$ cat src/rtl/mem_access_unit_pkg.sv
// Shared types and constants for the MEM-stage data-memory access unit.
// No timing of its own; holds FSM states, funct3 encodings and size/alignment helpers.
package mem_access_unit_pkg;

  localparam int DataBusBits = 64;
  localparam logic [DataBusBits-1:0] DataZero = '0;

  typedef enum logic [1:0] {
    MauIdle = 2'd0,
    MauReq  = 2'd1,
    MauWait = 2'd2,
    MauDone = 2'd3
  } mau_state_t;

  localparam logic [2:0] F3_B  = 3'b000;
  localparam logic [2:0] F3_H  = 3'b001;
  localparam logic [2:0] F3_W  = 3'b010;
  localparam logic [2:0] F3_D  = 3'b011;
  localparam logic [2:0] F3_BU = 3'b100;
  localparam logic [2:0] F3_HU = 3'b101;
  localparam logic [2:0] F3_WU = 3'b110;

  function automatic logic access_aligned(input logic [2:0] f3, input logic [2:0] off);
    logic ok;
    case (f3[1:0])
      2'd0:    ok = 1'b1;
      2'd1:    ok = ~off[0];
      2'd2:    ok = (off[1:0] == 2'b00);
      default: ok = (off == 3'b000);
    endcase
    return ok;
  endfunction

  function automatic logic [7:0] size_mask(input logic [1:0] sz);
    logic [7:0] m;
    case (sz)
      2'd0:    m = 8'h01;
      2'd1:    m = 8'h03;
      2'd2:    m = 8'h0F;
      default: m = 8'hFF;
    endcase
    return m;
  endfunction

endpackage

$ cat src/rtl/mem_access_unit_load_formatter.sv
// Load formatter: extracts the addressed lane of an aligned doubleword and sign/zero-extends it.
// Purely combinational; no handshake.
module load_formatter
  import mem_access_unit_pkg::*;
#(
  parameter int DATA_W = DataBusBits
) (
  input  logic [DATA_W-1:0] rsp_rdata,
  input  logic [2:0]        off,
  input  logic [2:0]        funct3,
  output logic [DATA_W-1:0] data
);

  logic [DATA_W-1:0] lane;

  assign lane = rsp_rdata >> {off, 3'b000};

  always_comb begin
    data = lane;
    case (funct3)
      F3_B:    data = {{(DATA_W-8){lane[7]}},   lane[7:0]};
      F3_H:    data = {{(DATA_W-16){lane[15]}}, lane[15:0]};
      F3_W:    data = {{(DATA_W-32){lane[31]}}, lane[31:0]};
      F3_BU:   data = {{(DATA_W-8){1'b0}},      lane[7:0]};
      F3_HU:   data = {{(DATA_W-16){1'b0}},     lane[15:0]};
      F3_WU:   data = {{(DATA_W-32){1'b0}},     lane[31:0]};
      default: data = lane;
    endcase
  end

endmodule

$ cat src/rtl/mem_access_unit.sv
// MEM-stage load/store unit: one outstanding valid/ready request; load 3 / store 2 stall cycles at zero wait.
// req_ready low holds REQ with fields stable; rsp_valid low holds WAIT; pipeline stalled throughout.
module mem_access_unit
  import mem_access_unit_pkg::*;
#(
  parameter int DATA_W = DataBusBits,
  parameter int STRB_W = DATA_W / 8
) (
  input  logic              clk,
  input  logic              reset_n,
  input  logic              mem_valid,
  input  logic              memRead,
  input  logic              memWrite,
  input  logic [2:0]        funct3,
  input  logic [DATA_W-1:0] addr,
  input  logic [DATA_W-1:0] writeData,
  output logic              stall,
  output logic [DATA_W-1:0] readData,
  output logic              misaligned,
  output logic              req_valid,
  input  logic              req_ready,
  output logic              req_we,
  output logic [DATA_W-1:0] req_addr,
  output logic [DATA_W-1:0] req_wdata,
  output logic [STRB_W-1:0] req_wstrb,
  input  logic              rsp_valid,
  input  logic [DATA_W-1:0] rsp_rdata
);

  mau_state_t        state_q, state_d;
  logic [2:0]        f3_q;
  logic [2:0]        off_q;
  logic              acc;
  logic              aligned;
  logic              latch;
  logic              load_rsp;
  logic [DATA_W-1:0] fmt_data;

  assign acc     = mem_valid & (memRead | memWrite);
  assign aligned = access_aligned(funct3, addr[2:0]);

  always_comb begin
    state_d    = state_q;
    stall      = 1'b0;
    misaligned = 1'b0;
    req_valid  = 1'b0;
    latch      = 1'b0;
    load_rsp   = 1'b0;
    case (state_q)
      MauIdle: begin
        if (acc) begin
          if (aligned) begin
            stall   = 1'b1;
            latch   = 1'b1;
            state_d = MauReq;
          end else begin
            misaligned = 1'b1;
          end
        end
      end
      MauReq: begin
        req_valid = 1'b1;
        stall     = 1'b1;
        if (req_ready) state_d = req_we ? MauDone : MauWait;
      end
      MauWait: begin
        stall = 1'b1;
        if (rsp_valid) begin
          load_rsp = 1'b1;
          state_d  = MauDone;
        end
      end
      MauDone: state_d = MauIdle;
      default: state_d = MauIdle;
    endcase
  end

  // Load wins when both memRead and memWrite are set.
  always_ff @(posedge clk or negedge reset_n) begin
    if (!reset_n) begin
      state_q   <= MauIdle;
      req_we    <= 1'b0;
      req_addr  <= DataZero;
      req_wdata <= DataZero;
      req_wstrb <= '0;
      f3_q      <= 3'b000;
      off_q     <= 3'b000;
      readData  <= DataZero;
    end else begin
      state_q <= state_d;
      if (latch) begin
        req_we    <= ~memRead;
        req_addr  <= {addr[DATA_W-1:3], 3'b000};
        req_wdata <= memRead ? DataZero : (writeData << {addr[2:0], 3'b000});
        req_wstrb <= memRead ? '0 : STRB_W'(size_mask(funct3[1:0]) << addr[2:0]);
        f3_q      <= funct3;
        off_q     <= addr[2:0];
      end
      if (load_rsp) readData <= fmt_data;
    end
  end

  load_formatter #(.DATA_W(DATA_W)) u_load_formatter (
    .rsp_rdata (rsp_rdata),
    .off       (off_q),
    .funct3    (f3_q),
    .data      (fmt_data)
  );

endmodule

$ cat config.mk
export PLATFORM = sky130hd
export DESIGN_NAME = mem_access_unit
export DESIGN_NICKNAME = d
export VERILOG_FILES = /design/src/rtl/mem_access_unit_pkg.sv /design/src/rtl/mem_access_unit_load_formatter.sv /design/src/rtl/mem_access_unit.sv
export SDC_FILE = /design/constraint.sdc
export NUM_CORES = 1
export LEC_CHECK = 0
export ABC_AREA = 1
export CORE_MARGIN = 2
export CORE_UTILIZATION = 30
export CTS_CLUSTER_DIAMETER = 30
export DETAILED_ROUTE_END_ITERATION = 8
export PLACE_DENSITY = 0.66
export SYNTH_ARGS = -nofsm -noshare
export SYNTH_HDL_FRONTEND = slang
export SYNTH_SLANG_ARGS = --single-unit
$ cat constraint.sdc
create_clock -name clk -period 4.2 [get_ports clk]
set_clock_uncertainty 0.15 [all_clocks]
set_input_delay 0.63 -clock clk [delete_from_list [all_inputs] [get_ports clk]]
set_output_delay 0.63 -clock clk [all_outputs]
set_load 0.05 [all_outputs]
==> impl_metrics.env <==
export IMPL_grt_pass1_wl_um=72100
export IMPL_timing_critical_path_cells="inv_1 > ha_1 > inv_1 > nor2_1 > nand2_4 > a21oi_1 > buf_12"
export IMPL_cts_setup_buffers=0
export IMPL_cpPeakStageDelay_ps=430
export IMPL_core_area_um2=38400
export IMPL_worst_setup_path_type="flip-flop to output pin"
export IMPL_antenna_found_initial=0
export IMPL_final_cell_count_no_fill=2597
export IMPL_synthFlopType="dfrtp_1"
export IMPL_status="complete, no violations"
export IMPL_grt_usage_pct=22.7
export IMPL_ant_nets=0
export IMPL_area_growth_pct=53.7
export IMPL_grt_pass1_vias=12500
export IMPL_path_clk_slew_ps=40
export IMPL_wire_per_inst_um=17.9
export IMPL_tritoncts="built"
export IMPL_syn_instance_count=1667
export IMPL_slew_violations=0
export IMPL_tightest_slew_ps=952
export IMPL_start_kind="flip-flop"
export IMPL_crit_path_frequent_cell="inv_1"
export IMPL_vias_per_cell=4.89
export IMPL_worstSetupEndpointType="output pin"
export IMPL_synth_warnings=0
export IMPL_place_gp_congestion=0.953
export IMPL_io_buffers=402
export IMPL_gr_total_overflow=0
export IMPL_antenna_cells=0
export IMPL_layout_commonest_cell="nand2_1"
export IMPL_finalSetupViolations=0
export IMPL_p_leak_uw=0.00838
export IMPL_hold_ws_ps=322
export IMPL_synth_top_area_share_pct=44.4
export IMPL_dpl_hpwl_um=33500
export IMPL_dr_pass1_iters=5
export IMPL_num_io_pins=406
export IMPL_post_place_ws_ps=1130
export IMPL_power_density_nw_per_um2=911
export IMPL_initial_core_util_pct=30.2
export IMPL_setup_tns_ps=0
export IMPL_synth_area_um2=11600
export IMPL_cp_max_fo=24
export IMPL_num_vias=12700
export IMPL_drc_errors=0
export IMPL_synth_edff_count=0
export IMPL_finalInstanceArea_um2=17800
export IMPL_rsz0062_at_grt="false"
export IMPL_dieArea_um2=40300
export IMPL_ys_ff_latch=206
export IMPL_drive_gt1_share_pct=7.36
export IMPL_cts_root_buf="clkbuf_16"
export IMPL_grt_max_degree=105
export IMPL_fmax_mhz=328
export IMPL_cts_sinks=206
export IMPL_fp_dieW_um=201
export IMPL_clockBufferDepth=3
export IMPL_rows=72
export IMPL_hold_path_class="flip-flop to flip-flop"
export IMPL_drt_iter0_drc=903
export IMPL_period_needed_ps=3050
export IMPL_h_tree_depth=2
export IMPL_synth_avg_cell_area_um2=6.96
export IMPL_yosys_area_top_type="dfrtp_1"
export IMPL_mostFrequentLayoutCells="728 x nand2_1, 397 x clkdlybuf4s50_1, 205 x dfrtp_1"
export IMPL_insertion_delay_ps=590
export IMPL_yosysSeqAreaShare_pct=44.4
export IMPL_cap_viol_max_count=0
export IMPL_fp_dieH_um=201
export IMPL_dpl_instance_area_um2=15800
export IMPL_wl_um=46600
export IMPL_finalNetCount=2241
export IMPL_period_share_pct=72.6
export IMPL_worstPathArrival_ps=2270
export IMPL_async_reset_ff_share_pct=100
export IMPL_placed_cells=2494
export IMPL_cts_made_buffers=56
export IMPL_ir_drop_mv=0.404
export IMPL_fin_ws_ps=1150
export IMPL_crit_required_ps=3420
export IMPL_max_slew_margin_pct=36.4
export IMPL_num_fill_cells=3830
export IMPL_hold_viol_final=0
export IMPL_synth_cell_types=37
export IMPL_synthTopCellsByArea="dfrtp_1 44%, nand2_1 24%, nand3_1 5.8%, o21ai_0 5.8%, nor2_1 5.2%"
export IMPL_crit_slowest_cell="dfrtp_1"
-- worst max-delay path, delay by kind of cell, from the launching register on --
family / cells / cell delay (ps)
AND/OR/NAND/NOR: 2 / 400
buffers and inverters: 3 / 370
flip-flops: 1 / 430
adder cells (fa/ha/maj): 1 / 210
AO/OA/AOI/OAI: 1 / 280
-- metrics by stage --
stage	utilization (%)	power [uW]
floorplan	-	8870
global placement	41.2	11700
detailed placement	41.2	11800
CTS	46.5	16400
global route	46.5	17100
finish	46.5	16300
-- area by class of cell --
class	count	area, um^2	share of cell area [%]
Clock inverter	35	489	2.74
Inverter	53	206	1.16
Multi-Input combinational cell	1295	5600	31.4
Sequential cell	206	5160	28.9
Tap cell	518	648	3.63
Clock buffer	67	1510	8.48
Timing Repair Buffer	423	4220	23.7
-- final timing paths --
| check | startpoint | end | slack, ps | depth (start not counted) |
|---|---|---|---|---|
| max | state_q[0] | stall | 1150 | 7 |
| min | req_wdata[0] | req_wdata[0] | 320 | 2 |
| max reg2reg | off_q[0] | readData[16] | 1310 | 9 |
| min reg2reg | req_wdata[0] | req_wdata[0] | 320 | 2 |
| max in group asynchronous | reset_n | req_wdata[63] | 2420 | 3 |
| min in group asynchronous | reset_n | readData[19] | 540 | 2 |
-- Yosys cell counts (7+ instances only) --
master    number
o21ai_1       18
inv_1         42
o21ai_0      134
inv_2          8
nand3_1      135
mux2i_1        8
o22ai_1        7
nand2_1      728
a31oi_1       10
a21oi_1       47
nor2_1       161
buf_2         47
dfrtp_1      206
o211ai_1       9
buf_6         14
clkbuf_1      31
buf_1         10
buf_4         12
-- timing repair --
action | 4_1_cts | 5_1_grt
hold endpoints to repair | 87 | 0
hold buffers | 1 | 0
resized for setup | 0 | 0
-- power breakdown --
| group | switching (uW) | total, uW | internal [uW] |
|---|---|---|---|
| Sequential | 662 | 3530 | 2860 |
| Clock | 1340 | 4500 | 3160 |
| Combinational | 5710 | 8230 | 2520 |
-- registers in the layout, summed over array words and instances, names as in the netlist --
signal / cells
req_wstrb: 8
req_we: 1
off_q: 3
f3_q: 3
req_addr: 61
readData: 64
state_q: 2
req_wdata: 64
-- cells by family after synthesis --
kind of cell / Yosys count / share of synthesized area (%)
other: 1 / 0.0323
flip-flops: 206 / 44.4
AND/OR/NAND/NOR: 1045 / 36.2
buffers and inverters: 168 / 7.40
adder cells (fa/ha/maj): 4 / 0.431
multiplexers: 8 / 0.690
AO/OA/AOI/OAI: 235 / 10.8
-- per-layer routing --
metal  track usage, %  vias up  wire [um]  share of wire [%]
met3             6.51       84       4280                9.2
met4             9.18        0       1540                3.3
met2             37.4      587      22100                 47
met5                0        -          0                  0
li1                 -     6081          -                  -
met1             28.0     5943      18700                 40
No activity file was read; power rests on OpenSTA's default activity.
